[config.mk]
export PLATFORM = sky130hd
export DESIGN_NAME = ram_port_arbiter
export DESIGN_NICKNAME = d
export VERILOG_FILES = /design/src/rtl/cpu_mem_pkg.sv /design/src/rtl/ram_port_arbiter_rr.sv /design/src/rtl/ram_port_arbiter.sv
export SDC_FILE = /design/constraint.sdc
export NUM_CORES = 1
export LEC_CHECK = 0
export ABC_AREA = 1
export CAP_MARGIN = 25
export CORE_MARGIN = 3
export CORE_UTILIZATION = 30
export CTS_CLUSTER_SIZE = 8
export DETAILED_ROUTE_END_ITERATION = 7
export PLACE_DENSITY = 0.68
export SKIP_LAST_GASP = 1
export SYNTH_ARGS = -nofsm -noshare
export SYNTH_HDL_FRONTEND = slang
export SYNTH_SLANG_ARGS = --single-unit
[constraint.sdc]
create_clock -name clka -period 6.3 [get_ports clka]
set_clock_uncertainty 0.15 [all_clocks]
set_input_delay 0.63 -clock clka [delete_from_list [all_inputs] [get_ports clka]]
set_output_delay 0.63 -clock clka [all_outputs]
set_load 0.01 [all_outputs]
[src/rtl/cpu_mem_pkg.sv]
// Shared types and helpers for the CPU data-side RAM port arbiter.
// Used by ram_port_arbiter and rr_arbiter.
package cpu_mem_pkg;

  localparam int MAX_RAM_LAT = 4;
  localparam int MAX_REQ     = 8;
  localparam int MAX_ADDR_W  = 32;
  localparam int MAX_DATA_W  = 32;

  typedef enum logic [1:0] {
    IDLE,
    ISSUE,
    WAIT,
    RESP
  } arb_state_e;

  // Sized for the widest supported configuration; users slice down.
  typedef struct packed {
    logic                  write;
    logic [MAX_ADDR_W-1:0] addr;
    logic [MAX_DATA_W-1:0] wdata;
    logic [2:0]            owner;
  } mem_op_t;

  // First valid requester searching upward from ptr+1, wrapping at n.
  function automatic logic [MAX_REQ-1:0] rr_pick(input logic [MAX_REQ-1:0] valid,
                                                 input logic [2:0]         ptr,
                                                 input int unsigned        n);
    logic [MAX_REQ-1:0] pick;
    logic [2:0]         idx;
    logic               found;
    pick  = '0;
    found = 1'b0;
    for (int unsigned k = 1; k <= MAX_REQ; k++) begin
      idx = 3'((32'(ptr) + k) % n);
      if (k <= n && !found && valid[idx]) begin
        pick[idx] = 1'b1;
        found     = 1'b1;
      end
    end
    return pick;
  endfunction

endpackage

[src/rtl/ram_port_arbiter_rr.sv]
// Round-robin arbiter: combinational one-hot pick plus registered last-winner pointer.
// Generic enough to be reused for the bus/peripheral arbiter.
module rr_arbiter
  import cpu_mem_pkg::*;
#(
  parameter int NUM_REQ = 3
) (
  input  logic               clk,
  input  logic               rst,
  input  logic [NUM_REQ-1:0] valid,
  input  logic               enable,
  output logic [NUM_REQ-1:0] grant,
  output logic [2:0]         grant_idx
);

  logic [2:0]         ptr;
  logic [MAX_REQ-1:0] pick_full;
  logic               unused_pick;

  assign pick_full   = rr_pick(MAX_REQ'(valid), ptr, NUM_REQ);
  assign grant       = enable ? pick_full[NUM_REQ-1:0] : '0;
  assign unused_pick = ^pick_full;

  always_comb begin
    grant_idx = '0;
    for (int i = 0; i < NUM_REQ; i++) begin
      if (grant[i]) grant_idx = 3'(i);
    end
  end

  // Pointer starts at the last requester so requester 0 wins first after reset.
  always_ff @(posedge clk or negedge rst) begin
    if (!rst) begin
      ptr <= 3'(NUM_REQ - 1);
    end else if (|grant) begin
      ptr <= grant_idx;
    end
  end

endmodule

[src/rtl/ram_port_arbiter.sv]
// Shares one RAM port between NUM_REQ requesters, one transaction at a time, fixed read latency.
// Optional macro RAM_ARB_PERF_EN adds saturating per-requester grant and stall counters.
module ram_port_arbiter
  import cpu_mem_pkg::*;
#(
  parameter int NUM_REQ = 3,
  parameter int ADDR_W  = 16,
  parameter int DATA_W  = 8,
  parameter int RAM_LAT = 1
) (
  input  logic                      clka,
  input  logic                      rst,
  input  logic [NUM_REQ-1:0]        req_valid,
  input  logic [NUM_REQ-1:0]        req_write,
  input  logic [NUM_REQ*ADDR_W-1:0] req_addr,
  input  logic [NUM_REQ*DATA_W-1:0] req_wdata,
  output logic [NUM_REQ-1:0]        req_ready,
  output logic [NUM_REQ-1:0]        rsp_valid,
  output logic [DATA_W-1:0]         rsp_rdata,
  output logic                      ram_en,
  output logic                      ram_we,
  output logic [ADDR_W-1:0]         ram_addr,
  output logic [DATA_W-1:0]         ram_wdata,
  input  logic [DATA_W-1:0]         ram_rdata
`ifdef RAM_ARB_PERF_EN
  ,
  output logic [NUM_REQ*16-1:0]     perf_grants,
  output logic [15:0]               perf_stall
`endif
);

  localparam int CNT_W = $clog2(MAX_RAM_LAT);

  if (NUM_REQ < 2 || NUM_REQ > MAX_REQ || RAM_LAT < 1 || RAM_LAT > MAX_RAM_LAT ||
      ADDR_W > MAX_ADDR_W || DATA_W > MAX_DATA_W) begin : g_param_check
    $error("ram_port_arbiter: NUM_REQ, RAM_LAT, ADDR_W or DATA_W out of range");
  end

  arb_state_e         state, state_nxt;
  mem_op_t            op;
  logic [CNT_W-1:0]   cnt;
  logic [NUM_REQ-1:0] grant;
  logic [2:0]         grant_idx;
  logic               can_grant;
  logic               handshake;
  logic [ADDR_W-1:0]  sel_addr;
  logic [DATA_W-1:0]  sel_wdata;
  logic               unused_op;

  // Ready is forced low while reset is held, not just after the state register clears.
  assign can_grant = rst && (state == IDLE || state == RESP);
  assign handshake = |grant;
  assign req_ready = grant;

  rr_arbiter #(.NUM_REQ(NUM_REQ)) u_rr (
    .clk       (clka),
    .rst       (rst),
    .valid     (req_valid),
    .enable    (can_grant),
    .grant     (grant),
    .grant_idx (grant_idx)
  );

  always_comb begin
    sel_addr  = '0;
    sel_wdata = '0;
    for (int i = 0; i < NUM_REQ; i++) begin
      if (grant[i]) begin
        sel_addr  = req_addr[i*ADDR_W +: ADDR_W];
        sel_wdata = req_wdata[i*DATA_W +: DATA_W];
      end
    end
  end

  always_comb begin
    state_nxt = state;
    case (state)
      IDLE:    if (handshake) state_nxt = ISSUE;
      ISSUE:   state_nxt = (RAM_LAT == 1) ? RESP : WAIT;
      WAIT:    if (cnt == CNT_W'(1)) state_nxt = RESP;
      RESP:    state_nxt = handshake ? ISSUE : IDLE;
      default: state_nxt = IDLE;
    endcase
  end

  // cnt holds the number of WAIT cycles still to run, loaded while in ISSUE.
  always_ff @(posedge clka or negedge rst) begin
    if (!rst) begin
      state <= IDLE;
      cnt   <= '0;
      op    <= '0;
    end else begin
      state <= state_nxt;
      if (state == ISSUE) begin
        cnt <= CNT_W'(RAM_LAT - 1);
      end else if (state == WAIT) begin
        cnt <= cnt - CNT_W'(1);
      end
      if (handshake) begin
        op.write <= |(req_write & grant);
        op.addr  <= MAX_ADDR_W'(sel_addr);
        op.wdata <= MAX_DATA_W'(sel_wdata);
        op.owner <= grant_idx;
      end
    end
  end

  assign ram_en    = (state == ISSUE);
  assign ram_we    = ram_en && op.write;
  assign ram_addr  = op.addr[ADDR_W-1:0];
  assign ram_wdata = op.wdata[DATA_W-1:0];
  assign unused_op = ^{op.addr, op.wdata};

  always_comb begin
    rsp_valid = '0;
    for (int i = 0; i < NUM_REQ; i++) begin
      rsp_valid[i] = (state == RESP) && (op.owner == 3'(i));
    end
  end

  // Writes complete with a zero data acknowledge; reads pass RAM data straight through.
  assign rsp_rdata = (state == RESP && !op.write) ? ram_rdata : '0;

`ifdef RAM_ARB_PERF_EN
  logic stall;
  assign stall = (|req_valid) && !handshake;

  always_ff @(posedge clka or negedge rst) begin
    if (!rst) begin
      perf_grants <= '0;
      perf_stall  <= '0;
    end else begin
      for (int i = 0; i < NUM_REQ; i++) begin
        if (grant[i] && perf_grants[i*16 +: 16] != 16'hFFFF) begin
          perf_grants[i*16 +: 16] <= perf_grants[i*16 +: 16] + 16'd1;
        end
      end
      if (stall && perf_stall != 16'hFFFF) begin
        perf_stall <= perf_stall + 16'd1;
      end
    end
  end
`endif

endmodule

==> out/metrics.cfg <==
[sta]
finalCriticalPeriod_ns=4.02
post-route-period-util_pct=63.7
worst_slew_pin_slew_ns=0.737
hold_violations=0
max-slew-margin-rel_pct=50.9
rsz0062_at_grt=no
slew_viol_final=0
max_freq_mhz=249
finalSetupViolations=0
setup_tns_ns=0

[synth]
synthTopCellsByCount=148 x nand2_1, 37 x nand3_1, 31 x dfrtp_1, 31 x inv_1
avgSynthCellArea_um2=6.86
synth_fp_nets=489
synthTopCellsByArea=dfrtp_1 29%, nand2_1 21%, buf_4 7.3%
synthFlopType=dfrtp_1
synth.cell_area_um2=2660
ys_seq_elements=32
yosysWarningCount=0
yosysMostFrequentCell=nand2_1
synth_area_leader_cell=dfrtp_1
seq_area_frac_synth_pct=30.1
synth_edf_count=0
synth_top_area_share_pct=29.1
ys_types=33
synth_cells=388
synthArstFlopShare_pct=100

[floorplan]
ioPinCount=128
core_area_um2=8420
die_area_um2=10000
die_h_um=100
die_w_um=100
rows=33
start_util_pct=31.6

[worst_hold_path]
hold_class=primary input to asynchronous set/reset pin

[worst_setup_path]
worst_ep_required_time_ns=5.52
cpMostUsedCell=nand2_1
critPathMaxFanout=37
crit_path_end_kind=output port
crit_arrival_ns=3.24
slowest_delay_ns=0.62
worstSetupPathType=flop to output port
path_cells=inv_1, ha_1, inv_2, nand2_1, nand2_1, nor2_4, nand2_1, nand2_1, nand2_1, nand2_2, nand2_4, inv_2, clkdlybuf4s50_1
crit_slowest_cell=clkdlybuf4s50_1
ff2ff_setup_slack_ns=3.38
startpoint_type=flop
r2r_cells=15

[global_route]
grt_max_degree=38
antenna_found_initial=0
grt_pass1_wl_um=11800
grt_overflow=0
grt_use_total_pct=14.3
grt_pass1_vias=2612

[clocking]
postCtsSetupBuffers=0
clk_pin_slew_ns=0.06
h-tree-depth=2
clk_latency_ns=0.28
cts_resized=0
clockBufferDepth=2
clock_sinks=32
postCtsHoldBufs=0
cts-root-buf=clkbuf_8
numCtsBuffers=5
tritoncts=yes

[routing]
drtIter0Drc=114
via_count=2645
drtPass1Iterations=4
vias_per_cell=4.48
post_drt_wl_per_cell_um=12.1
drt_wl_total_um=7120
ant_nets=0
drc=0

[power_and_ir_drop]
ir_drop_v=0.000170
total_power_uw=1850
leakagePower_uw=0.00188
p_per_area_nw_per_um2=482

[run_status]
outcome=complete, no violations

[cells_and_area]
diodes=0
drive_above_1_share_pct=9.48
synthToLayoutAreaGrowth_pct=44.4
fin_nets=585

[place]
gp_congestion=0.732
buffer_ports.inserted=127
dp_hpwl_um=5490

[run]
max_cap_viol_count=0

[final cells by class]
cell class	instances	area (um^2)
clock buffer	8	90.1
fill	884	4580
inverter	37	151
multi-input combinational	281	1400
sequential	32	802
tap	105	131
timing repair buffer	127	1270
[flip-flops by register name, summed over array words and instances, names as in the netlist]
name / count
ram_addr: 16
op: 2
u_rr.ptr: 2
state: 2
cnt: 2
ram_wdata: 8
[cell usage in the layout, fill, tap and decap left out, types with 7 or more instances in the layout]
cell / n
clkdlybuf4s50_1: 126
dfrtp_1: 31
ha_1: 13
inv_1: 31
nand2_1: 148
nand2_2: 16
nand3_1: 37
nor2_1: 26
o21ai_1: 10
or2_2: 7
[metal layers]
metal  vias to the layer above  global-route usage, %  wire length, um
li1                       1358                      -                -
met1                      1189                   16.7             2910
met2                        86                   24.8             3490
met3                        12                   4.59              583
met4                         0                   4.56              128
met5                         -                      0                0
[per-stage QoR]
stage / std cells / hold slack (ns) / cell area (um^2) / setup slack [ns] / utilization, %
2_1_floorplan: 388 / 0.184 / 2660 / 3.45 / -
3_3_place_gp: 582 / 0.308 / 3750 / 2.57 / 44.6
3_5_place_dp: 582 / 0.318 / 3750 / 2.48 / 44.6
4_1_cts: 590 / 0.293 / 3840 / 2.23 / 45.6
5_1_grt: 590 / 0.327 / 3840 / 2.05 / 45.6
6_report: 590 / 0.264 / 3840 / 2.28 / 45.6
[power by group]
part           switching [uW]  internal [uW]
Combinational             752            544
Clock                    73.1           89.0
Sequential               70.4            324
Total                     896            957
[worst max-delay path: cells and delay by family (launching register included)]
family	cells	cell delay (ns)
buffers and inverters	4	1.17
AND/OR/NAND/NOR	8	0.82
flip-flops	1	0.56
adder cells (fa/ha/maj)	1	0.40
[cells by family (layout without fill, tap and decap cells)]
kind of cell / Yosys count / in the layout / synth area share, %
AO/OA/AOI/OAI: 18 / 18 / 3.90
flip-flops: 32 / 32 / 30.1
adder cells (fa/ha/maj): 13 / 13 / 6.11
AND/OR/NAND/NOR: 250 / 250 / 42.7
buffers and inverters: 75 / 172 / 17.2
[final timing paths]
path                                endpoint    startpoint
worst max-delay path            req_ready[2]   u_rr.ptr[1]
worst min-delay path            ram_wdata[0]           rst
worst max register to register      state[1]   u_rr.ptr[1]
worst min register to register  ram_addr[15]  ram_addr[15]
max in group asynchronous        ram_addr[0]           rst
min in group clka               ram_addr[15]  ram_addr[15]
(Power assumes the default switching activity.)
